$ cat src/rtl/obi_ifdata_arbiter_pkg.sv
// Shared types and constants for the instruction/data OBI arbiter.
package obi_ifdata_arbiter_pkg;

    localparam int unsigned ADDR_W = 32;
    localparam int unsigned DATA_W = 32;
    localparam int unsigned BE_W   = 4;
    localparam int unsigned RCHK_W = 5;

    // Instruction fetches are always full-word reads.
    localparam logic [BE_W-1:0] INSTR_BE = 4'hF;

    typedef enum logic [1:0] {
        OWN_NONE = 2'd0,
        OWN_I    = 2'd1,
        OWN_D    = 2'd2
    } owner_e;

    typedef struct packed {
        logic [ADDR_W-1:0] addr;
        logic              we;
        logic [BE_W-1:0]   be;
        logic [DATA_W-1:0] wdata;
    } obi_req_t;

    // Owner id stored in the response FIFO: 0 = instr, 1 = data.
    function automatic logic owner_id(input owner_e own);
        return (own == OWN_D);
    endfunction

endpackage

$ cat src/rtl/obi_ifdata_arbiter_if.sv
// OBI address/response bundle; master drives the address phase.
interface obi_ifdata_arbiter_if;
    import obi_ifdata_arbiter_pkg::*;

    logic              req;
    logic [ADDR_W-1:0] addr;
    logic              we;
    logic [BE_W-1:0]   be;
    logic [DATA_W-1:0] wdata;
    logic              gnt;
    logic              gntpar;
    logic              rvalid;
    logic              rvalidpar;
    logic [DATA_W-1:0] rdata;
    logic              err;
    logic [RCHK_W-1:0] rchk;

    modport master (
        output req, addr, we, be, wdata,
        input  gnt, gntpar, rvalid, rvalidpar, rdata, err, rchk
    );

    modport slave (
        input  req, addr, we, be, wdata,
        output gnt, gntpar, rvalid, rvalidpar, rdata, err, rchk
    );

endinterface

$ cat src/rtl/obi_ifdata_arbiter_id_fifo.sv
// In-order FIFO of 1-bit owner ids for transactions granted but not yet answered.
module obi_ifdata_arbiter_id_fifo #(
    parameter int unsigned DEPTH = 2
) (
    input  logic clk_i,
    input  logic rst_ni,
    input  logic push,
    input  logic push_id,
    input  logic pop,
    output logic full,
    output logic empty,
    output logic head
);

    localparam int unsigned PTR_W = (DEPTH > 1) ? $clog2(DEPTH) : 1;
    localparam int unsigned CNT_W = $clog2(DEPTH + 1);

    logic [DEPTH-1:0] mem_q;
    logic [PTR_W-1:0] wptr_q;
    logic [PTR_W-1:0] rptr_q;
    logic [CNT_W-1:0] cnt_q;
    logic             do_push;
    logic             do_pop;

    function automatic logic [PTR_W-1:0] ptr_inc(input logic [PTR_W-1:0] p);
        return (p == PTR_W'(DEPTH - 1)) ? '0 : p + PTR_W'(1);
    endfunction

    // A push into a full FIFO is accepted only when a pop frees the slot.
    always_comb begin
        empty   = (cnt_q == '0);
        full    = (cnt_q == CNT_W'(DEPTH));
        do_pop  = pop && !empty;
        do_push = push && (!full || do_pop);
        head    = mem_q[rptr_q];
    end

    // Storage, pointers and occupancy.
    always_ff @(posedge clk_i or negedge rst_ni) begin
        if (!rst_ni) begin
            mem_q  <= '0;
            wptr_q <= '0;
            rptr_q <= '0;
            cnt_q  <= '0;
        end else begin
            if (do_push) begin
                mem_q[wptr_q] <= push_id;
                wptr_q        <= ptr_inc(wptr_q);
            end
            if (do_pop) begin
                rptr_q <= ptr_inc(rptr_q);
            end
            case ({do_push, do_pop})
                2'b10:   cnt_q <= cnt_q + CNT_W'(1);
                2'b01:   cnt_q <= cnt_q - CNT_W'(1);
                default: cnt_q <= cnt_q;
            endcase
        end
    end

endmodule

$ cat src/rtl/obi_ifdata_arbiter.sv
// Shares one OBI memory port between the core instruction and data managers.
module obi_ifdata_arbiter
    import obi_ifdata_arbiter_pkg::*;
#(
    parameter int unsigned MAX_OUTSTANDING = 2,
    parameter int unsigned STARVE_LIMIT    = 4
) (
    input  logic                 clk_i,
    input  logic                 rst_ni,
    obi_ifdata_arbiter_if.slave  i_bus,
    obi_ifdata_arbiter_if.slave  d_bus,
    obi_ifdata_arbiter_if.master m_bus,
    output logic                 alert_o
);

    localparam int unsigned STARVE_W = $clog2(STARVE_LIMIT + 1);

    owner_e              owner_q;
    owner_e              owner_d;
    owner_e              owner_c;
    logic                run_q;
    logic [STARVE_W-1:0] starve_q;
    logic                alert_q;

    obi_req_t            mux_req;
    logic                sel_req;
    logic                m_req_c;
    logic                grant_c;
    logic                held_drop_c;
    logic                fault_c;

    logic                fifo_full;
    logic                fifo_empty;
    logic                fifo_head;
    logic                fifo_pop;

    // Effective owner: held owner, or this cycle's winner when idle.
    always_comb begin
        owner_c = owner_q;
        if (owner_q == OWN_NONE) begin
            if (i_bus.req && (!d_bus.req || (starve_q == STARVE_W'(STARVE_LIMIT)))) begin
                owner_c = OWN_I;
            end else if (d_bus.req) begin
                owner_c = OWN_D;
            end
        end
    end

    // Request mux and grant qualification.
    always_comb begin
        sel_req = 1'b0;
        mux_req = '0;
        case (owner_c)
            OWN_I: begin
                sel_req      = i_bus.req;
                mux_req.addr = i_bus.addr;
                mux_req.be   = INSTR_BE;
            end
            OWN_D: begin
                sel_req = d_bus.req;
                mux_req = '{addr: d_bus.addr, we: d_bus.we, be: d_bus.be, wdata: d_bus.wdata};
            end
            default: ;
        endcase
        m_req_c     = run_q && sel_req && !fifo_full;
        grant_c     = m_req_c && m_bus.gnt;
        held_drop_c = (owner_q != OWN_NONE) && !sel_req;
    end

    // Owner next state: hold until granted; a dropped held request releases ownership.
    always_comb begin
        owner_d = owner_c;
        if (grant_c || held_drop_c || !run_q) begin
            owner_d = OWN_NONE;
        end
    end

    // Integrity and protocol faults seen this cycle.
    always_comb begin
        fault_c = (m_bus.gntpar == m_bus.gnt)
               || (m_bus.rvalidpar == m_bus.rvalid)
               || (m_bus.rvalid && fifo_empty)
               || held_drop_c;
    end

    // Owner state, starvation counter, run flag and alert pulse.
    always_ff @(posedge clk_i or negedge rst_ni) begin
        if (!rst_ni) begin
            owner_q  <= OWN_NONE;
            run_q    <= 1'b0;
            starve_q <= '0;
            alert_q  <= 1'b0;
        end else begin
            owner_q <= owner_d;
            run_q   <= 1'b1;
            alert_q <= fault_c;
            if (grant_c && (owner_c == OWN_I)) begin
                starve_q <= '0;
            end else if (i_bus.req && (owner_c != OWN_I)
                         && (starve_q != STARVE_W'(STARVE_LIMIT))) begin
                starve_q <= starve_q + STARVE_W'(1);
            end
        end
    end

    obi_ifdata_arbiter_id_fifo #(
        .DEPTH (MAX_OUTSTANDING)
    ) u_id_fifo (
        .clk_i   (clk_i),
        .rst_ni  (rst_ni),
        .push    (grant_c),
        .push_id (owner_id(owner_c)),
        .pop     (fifo_pop),
        .full    (fifo_full),
        .empty   (fifo_empty),
        .head    (fifo_head)
    );

    assign fifo_pop = m_bus.rvalid && !fifo_empty;

    // Memory-side request.
    assign m_bus.req   = m_req_c;
    assign m_bus.addr  = mux_req.addr;
    assign m_bus.we    = mux_req.we;
    assign m_bus.be    = mux_req.be;
    assign m_bus.wdata = mux_req.wdata;

    // Grant and response routing to the owning port.
    assign i_bus.gnt       = grant_c && (owner_c == OWN_I);
    assign d_bus.gnt       = grant_c && (owner_c == OWN_D);
    assign i_bus.gntpar    = ~i_bus.gnt;
    assign d_bus.gntpar    = ~d_bus.gnt;
    assign i_bus.rvalid    = fifo_pop && !fifo_head;
    assign d_bus.rvalid    = fifo_pop && fifo_head;
    assign i_bus.rvalidpar = ~i_bus.rvalid;
    assign d_bus.rvalidpar = ~d_bus.rvalid;
    assign i_bus.rdata     = m_bus.rdata;
    assign d_bus.rdata     = m_bus.rdata;
    assign i_bus.err       = m_bus.err && i_bus.rvalid;
    assign d_bus.err       = m_bus.err && d_bus.rvalid;
    assign i_bus.rchk      = m_bus.rchk;
    assign d_bus.rchk      = m_bus.rchk;

    assign alert_o = alert_q;

endmodule

$ cat src/flat_wrapper.sv
// flat-port wrapper written by rule: the top's interface ports become plain ports
module obi_ifdata_arbiter_flat import obi_ifdata_arbiter_pkg::*;
#(
    parameter int unsigned MAX_OUTSTANDING = 2,
    parameter int unsigned STARVE_LIMIT    = 4
)
  (clk_i, rst_ni, alert_o, i_bus_req, i_bus_addr, i_bus_we, i_bus_be, i_bus_wdata, i_bus_gnt, i_bus_gntpar, i_bus_rvalid, i_bus_rvalidpar, i_bus_rdata, i_bus_err, i_bus_rchk, d_bus_req, d_bus_addr, d_bus_we, d_bus_be, d_bus_wdata, d_bus_gnt, d_bus_gntpar, d_bus_rvalid, d_bus_rvalidpar, d_bus_rdata, d_bus_err, d_bus_rchk, m_bus_req, m_bus_addr, m_bus_we, m_bus_be, m_bus_wdata, m_bus_gnt, m_bus_gntpar, m_bus_rvalid, m_bus_rvalidpar, m_bus_rdata, m_bus_err, m_bus_rchk);
  obi_ifdata_arbiter_if i_bus_i ();
  obi_ifdata_arbiter_if d_bus_i ();
  obi_ifdata_arbiter_if m_bus_i ();
  input  logic clk_i;
  input  logic rst_ni;
  output logic alert_o;
  input wire logic [$bits(i_bus_i.req)-1:0] i_bus_req;
  input wire logic [$bits(i_bus_i.addr)-1:0] i_bus_addr;
  input wire logic [$bits(i_bus_i.we)-1:0] i_bus_we;
  input wire logic [$bits(i_bus_i.be)-1:0] i_bus_be;
  input wire logic [$bits(i_bus_i.wdata)-1:0] i_bus_wdata;
  output wire logic [$bits(i_bus_i.gnt)-1:0] i_bus_gnt;
  output wire logic [$bits(i_bus_i.gntpar)-1:0] i_bus_gntpar;
  output wire logic [$bits(i_bus_i.rvalid)-1:0] i_bus_rvalid;
  output wire logic [$bits(i_bus_i.rvalidpar)-1:0] i_bus_rvalidpar;
  output wire logic [$bits(i_bus_i.rdata)-1:0] i_bus_rdata;
  output wire logic [$bits(i_bus_i.err)-1:0] i_bus_err;
  output wire logic [$bits(i_bus_i.rchk)-1:0] i_bus_rchk;
  input wire logic [$bits(d_bus_i.req)-1:0] d_bus_req;
  input wire logic [$bits(d_bus_i.addr)-1:0] d_bus_addr;
  input wire logic [$bits(d_bus_i.we)-1:0] d_bus_we;
  input wire logic [$bits(d_bus_i.be)-1:0] d_bus_be;
  input wire logic [$bits(d_bus_i.wdata)-1:0] d_bus_wdata;
  output wire logic [$bits(d_bus_i.gnt)-1:0] d_bus_gnt;
  output wire logic [$bits(d_bus_i.gntpar)-1:0] d_bus_gntpar;
  output wire logic [$bits(d_bus_i.rvalid)-1:0] d_bus_rvalid;
  output wire logic [$bits(d_bus_i.rvalidpar)-1:0] d_bus_rvalidpar;
  output wire logic [$bits(d_bus_i.rdata)-1:0] d_bus_rdata;
  output wire logic [$bits(d_bus_i.err)-1:0] d_bus_err;
  output wire logic [$bits(d_bus_i.rchk)-1:0] d_bus_rchk;
  output wire logic [$bits(m_bus_i.req)-1:0] m_bus_req;
  output wire logic [$bits(m_bus_i.addr)-1:0] m_bus_addr;
  output wire logic [$bits(m_bus_i.we)-1:0] m_bus_we;
  output wire logic [$bits(m_bus_i.be)-1:0] m_bus_be;
  output wire logic [$bits(m_bus_i.wdata)-1:0] m_bus_wdata;
  input wire logic [$bits(m_bus_i.gnt)-1:0] m_bus_gnt;
  input wire logic [$bits(m_bus_i.gntpar)-1:0] m_bus_gntpar;
  input wire logic [$bits(m_bus_i.rvalid)-1:0] m_bus_rvalid;
  input wire logic [$bits(m_bus_i.rvalidpar)-1:0] m_bus_rvalidpar;
  input wire logic [$bits(m_bus_i.rdata)-1:0] m_bus_rdata;
  input wire logic [$bits(m_bus_i.err)-1:0] m_bus_err;
  input wire logic [$bits(m_bus_i.rchk)-1:0] m_bus_rchk;
  assign i_bus_i.req = i_bus_req;
  assign i_bus_i.addr = i_bus_addr;
  assign i_bus_i.we = i_bus_we;
  assign i_bus_i.be = i_bus_be;
  assign i_bus_i.wdata = i_bus_wdata;
  assign i_bus_gnt = i_bus_i.gnt;
  assign i_bus_gntpar = i_bus_i.gntpar;
  assign i_bus_rvalid = i_bus_i.rvalid;
  assign i_bus_rvalidpar = i_bus_i.rvalidpar;
  assign i_bus_rdata = i_bus_i.rdata;
  assign i_bus_err = i_bus_i.err;
  assign i_bus_rchk = i_bus_i.rchk;
  assign d_bus_i.req = d_bus_req;
  assign d_bus_i.addr = d_bus_addr;
  assign d_bus_i.we = d_bus_we;
  assign d_bus_i.be = d_bus_be;
  assign d_bus_i.wdata = d_bus_wdata;
  assign d_bus_gnt = d_bus_i.gnt;
  assign d_bus_gntpar = d_bus_i.gntpar;
  assign d_bus_rvalid = d_bus_i.rvalid;
  assign d_bus_rvalidpar = d_bus_i.rvalidpar;
  assign d_bus_rdata = d_bus_i.rdata;
  assign d_bus_err = d_bus_i.err;
  assign d_bus_rchk = d_bus_i.rchk;
  assign m_bus_req = m_bus_i.req;
  assign m_bus_addr = m_bus_i.addr;
  assign m_bus_we = m_bus_i.we;
  assign m_bus_be = m_bus_i.be;
  assign m_bus_wdata = m_bus_i.wdata;
  assign m_bus_i.gnt = m_bus_gnt;
  assign m_bus_i.gntpar = m_bus_gntpar;
  assign m_bus_i.rvalid = m_bus_rvalid;
  assign m_bus_i.rvalidpar = m_bus_rvalidpar;
  assign m_bus_i.rdata = m_bus_rdata;
  assign m_bus_i.err = m_bus_err;
  assign m_bus_i.rchk = m_bus_rchk;
  obi_ifdata_arbiter #(.MAX_OUTSTANDING(MAX_OUTSTANDING), .STARVE_LIMIT(STARVE_LIMIT)) u_core (.clk_i(clk_i), .rst_ni(rst_ni), .i_bus(i_bus_i), .d_bus(d_bus_i), .m_bus(m_bus_i), .alert_o(alert_o));
endmodule
$ cat config.mk
export PLATFORM = sky130hd
export DESIGN_NAME = obi_ifdata_arbiter_flat
export DESIGN_NICKNAME = d
export VERILOG_FILES = /design/src/rtl/obi_ifdata_arbiter_pkg.sv /design/src/rtl/obi_ifdata_arbiter_if.sv /design/src/rtl/obi_ifdata_arbiter_id_fifo.sv /design/src/rtl/obi_ifdata_arbiter.sv /design/src/flat_wrapper.sv
export SDC_FILE = /design/constraint.sdc
export NUM_CORES = 1
export LEC_CHECK = 0
export ABC_CLOCK_PERIOD_IN_PS = 3350
export BUFFER_PORTS_ARGS = -buffer_cell sky130_fd_sc_hd__buf_2
export CORE_AREA = 8 8 126 128
export DETAILED_ROUTE_END_ITERATION = 8
export DIE_AREA = 0 0 134 136
export MAX_ROUTING_LAYER = met4
export PLACE_DENSITY_LB_ADDON = 0.12
export SLEW_MARGIN = 5
export SYNTH_ARGS = -nofsm -noshare
export SYNTH_HDL_FRONTEND = slang
export SYNTH_SLANG_ARGS = --single-unit
export TNS_END_PERCENT = 20
$ cat constraint.sdc
create_clock -name clk_i -period 3.35 [get_ports clk_i]
set_clock_uncertainty 0.15 [all_clocks]
set_input_delay 0.1675 -clock clk_i [delete_from_list [all_inputs] [get_ports clk_i]]
set_output_delay 0.1675 -clock clk_i [all_outputs]
set_load 0.03 [all_outputs]
==> results_dict.tcl <==
set metrics [dict create \
    hold_path_startpoint "m_bus_gntpar" \
    worstSetupEndpointType "output port" \
    timing.critical_path.slowest_stage_cell "sky130_fd_sc_hd__buf_4" \
    gp_routability_congestion 0.721 \
    worst_path_largest_cell_delay_ns 0.50 \
    final_core_util_pct 19.2 \
    synthesis_to_finish_area_growth_pct 32.4 \
    powerDensity_nw_per_um2 919 \
    first_pass_grt_wire_length_um 11500 \
    tritoncts_clock_tree "yes" \
    routed_wl_um 7780 \
    mappedNetlistArea_um2 2040 \
    syn_warnings 0 \
    critical_path.cell_chain "inv_1 -> ha_1 -> nand2_1 -> nand2_1 -> a31oi_1 -> ha_2 -> buf_4 -> a22oi_1 -> nor2_1 -> buf_2" \
    cp_data_required_time_ns 3.03 \
    dp_worst_setup_slack_ns 0.468 \
    leakagePower_uw 0.00150 \
    crit_fanout 73 \
    ys_ff_latch 13 \
    drv.max_cap_violation_count 0 \
    grt_overflow_total 0 \
    layout-drive-gt1-share_pct 53.9 \
    timing_hold_violations_final 0 \
    number_of_flops_mapped_to_enable_cells_by_yosys 0 \
    synth-seq-area-share_pct 16.0 \
    setup_viol_count_final 0 \
    worst_setup_path_startpoint "u_core.starve_q[0]" \
    crit_family "buffers and inverters" \
    detail_route.drc_violations 0 \
    slew_violations 0 \
    drtAntennaViolNets 0 \
    critical_path_buf_inv_count 3 \
    insertedDiodeCount 0 \
    cts.sinks 13 \
    place_hpwl_um 6480 \
    yosys.cell_types.count 36 \
    fin_total_pwr_uw 2480 \
    h_tree_depth 1 \
    syn_inst 277 \
    design.die.area_um2 18200 \
    clk_root_buffer_cell "sky130_fd_sc_hd__clkbuf_16" \
    drt_iter0_markers 48 \
    grt_pass1_vias 2265 \
    fin_nets 574 \
    fin_ws_ns 0.279 \
    io_buffer_count 190 \
    clk_path_buf_depth 2 \
    grt_setup_unrepaired "no" \
    die-height_um 136 \
    design.portCount 339 \
    synth.net_count 466 \
    routed_wl_per_cell_um 13.7 \
    die_w_um 134 \
    slew_headroom_pct 55.7 \
    worstPathArrival_ns 2.75 \
    initial_utilization_pct 14.5 \
    synth_async_sr_flop_share_pct 100 \
    time_the_final_worst_path_needs_with_i_o_delays_and_setup_ns 3.07 \
    finalCritPeriodShare_pct 91.7 \
    cts_made_buffers 3 \
    clock.fmax_mhz 326 \
    grt_max_degree 74 \
    grtUsageTotal_pct 7.88 \
    fin_tns_setup_ns 0 \
    antenna_violations_before_repair 0 \
    synth_area_per_cell_um2 7.36 \
    clock_latency_ns 0.24 \
    clk_pin_slew_ns 0.05 \
    std_cell_rows 44 \
    outcome "finished, final reports clean" \
    hold_crit_path_type "input port to flip-flop" \
    criticalPathCategory "flip-flop to output port" \
    drt_first_pass_iters 4 \
    max_slew.worst_pin.slew_ns 0.664 \
    synth_top_flop_cell "sky130_fd_sc_hd__dfrtp_1" \
    postCtsSetupRepairBufs 0 \
    startpoint_type "flip-flop" \
    detail_route.vias_per_cell 3.79 \
    routed_via_count 2153 \
    placeableCoreArea_um2 14000 \
    critPathMostFrequentCell "sky130_fd_sc_hd__nand2_1" \
    reg2reg_from "u_core.starve_q[0]" \
    ir_worst_vdd_mv 0.240 \
]
[final timing paths]
path,end,slack (ns),cells past startpoint
setup / recovery,m_bus_addr[5],0.28,10
hold / removal,u_core.alert_o,0.02,3
setup reg to reg,u_core.u_id_fifo.cnt_q[1],0.48,12
hold reg to reg,u_core.u_id_fifo.wptr_q,0.34,1
max in group asynchronous,u_core.u_id_fifo.cnt_q[0],2.59,2
min in group asynchronous,u_core.owner_q[1],0.21,2
[area by class of cell]
cell class | instances | area [um2]
clock buffer | 4 | 78.8
sequential | 13 | 325
tap | 184 | 230
inverter | 13 | 48.8
multi-input combinational | 160 | 1030
fill | 1627 | 11300
timing repair buffer | 194 | 983
[worst min-delay path: stages]
cell and delay, ns:
sky130_fd_sc_hd__buf_2 0.08, sky130_fd_sc_hd__xor2_1 0.05, sky130_fd_sc_hd__o211ai_1 0.07
[where the power goes]
group | internal [uW] | total [uW] | switching (uW) | leakage, uW
clock network | 161 | 228 | 67.2 | 0.0000382
registers | 223 | 280 | 56.9 | 0.000157
logic | 611 | 1970 | 1360 | 0.00131
[flip-flops by register name (all words and copies together) (netlist names)]
signal	count
u_core.u_id_fifo.rptr_q	1
u_core.run_q	1
u_core.starve_q	3
u_core.alert_o	1
u_core.owner_q	2
u_core.u_id_fifo.cnt_q	2
u_core.u_id_fifo.wptr_q	1
u_core.u_id_fifo.mem_q	2
[synthesized netlist by cell type, types with 2 or more instances]
cell type | n | area, um2
sky130_fd_sc_hd__a21oi_1 | 4 | 20.0
sky130_fd_sc_hd__a22oi_1 | 32 | 240
sky130_fd_sc_hd__a31oi_1 | 2 | 12.5
sky130_fd_sc_hd__and2_1 | 36 | 225
sky130_fd_sc_hd__and3_1 | 2 | 12.5
sky130_fd_sc_hd__and4_4 | 2 | 22.5
sky130_fd_sc_hd__buf_1 | 3 | 11.3
sky130_fd_sc_hd__buf_2 | 6 | 30.0
sky130_fd_sc_hd__buf_4 | 74 | 556
sky130_fd_sc_hd__clkbuf_1 | 7 | 26.3
sky130_fd_sc_hd__dfrtp_1 | 13 | 325
sky130_fd_sc_hd__ha_1 | 5 | 62.6
sky130_fd_sc_hd__inv_1 | 13 | 48.8
sky130_fd_sc_hd__mux2_4 | 2 | 30.0
sky130_fd_sc_hd__mux2i_1 | 3 | 30.0
sky130_fd_sc_hd__nand2_1 | 7 | 26.3
sky130_fd_sc_hd__nand3_1 | 2 | 10.0
sky130_fd_sc_hd__nor2_1 | 41 | 154
sky130_fd_sc_hd__o21ai_1 | 2 | 10.0
sky130_fd_sc_hd__xnor2_1 | 3 | 26.3
sky130_fd_sc_hd__xor2_1 | 3 | 26.3
[metrics by stage]
stage / hold WS (ns) / cells / area, um2
2_1_floorplan: -0.278 / 277 / 2040
3_3_place_gp: -0.0543 / 563 / 2610
3_5_place_dp: -0.0523 / 563 / 2610
4_1_cts: 0.0152 / 568 / 2700
5_1_grt: 0.0368 / 568 / 2700
6_report: 0.0165 / 568 / 2700
[cells in the final DEF, fill, tap and decap left out, types with 3 or more instances in the layout]
master	instances
sky130_fd_sc_hd__buf_2	190
sky130_fd_sc_hd__inv_1	13
sky130_fd_sc_hd__xnor2_1	3
sky130_fd_sc_hd__nor2_1	41
sky130_fd_sc_hd__xor2_1	3
sky130_fd_sc_hd__nand2_1	7
sky130_fd_sc_hd__clkbuf_16	3
sky130_fd_sc_hd__ha_1	4
sky130_fd_sc_hd__mux2i_1	3
sky130_fd_sc_hd__dfrtp_1	13
sky130_fd_sc_hd__and2_1	36
sky130_fd_sc_hd__a22oi_1	32
sky130_fd_sc_hd__a21oi_1	4
sky130_fd_sc_hd__buf_4	3
[routing by layer]
layer / track usage, % / vias up / wire [um]
li1: - / 1048 / -
met1: 8.72 / 955 / 3100
met2: 13.2 / 121 / 3810
met3: 2.66 / 29 / 725
met4: 2.50 / 0 / 146
met5: - / - / 0
[kinds of logic after synthesis]
kind of cell	after synthesis	synth area share, %
AO/OA/AOI/OAI	44	15.6
XOR/XNOR	6	2.58
adder cells (fa/ha/maj)	5	3.07
buffers and inverters	104	33.5
flip-flops	13	16.0
multiplexers	5	2.95
other	1	0.184
AND/OR/NAND/NOR	99	26.2
[repair_timing]
item | in CTS | in global routing
hold buffers | 1 | 0
setup endpoints to repair | 0 | 0
endpoints found under the hold margin | 13 | 0
gates resized for setup | 0 | 0
No activity file was read; power rests on OpenSTA's default activity.
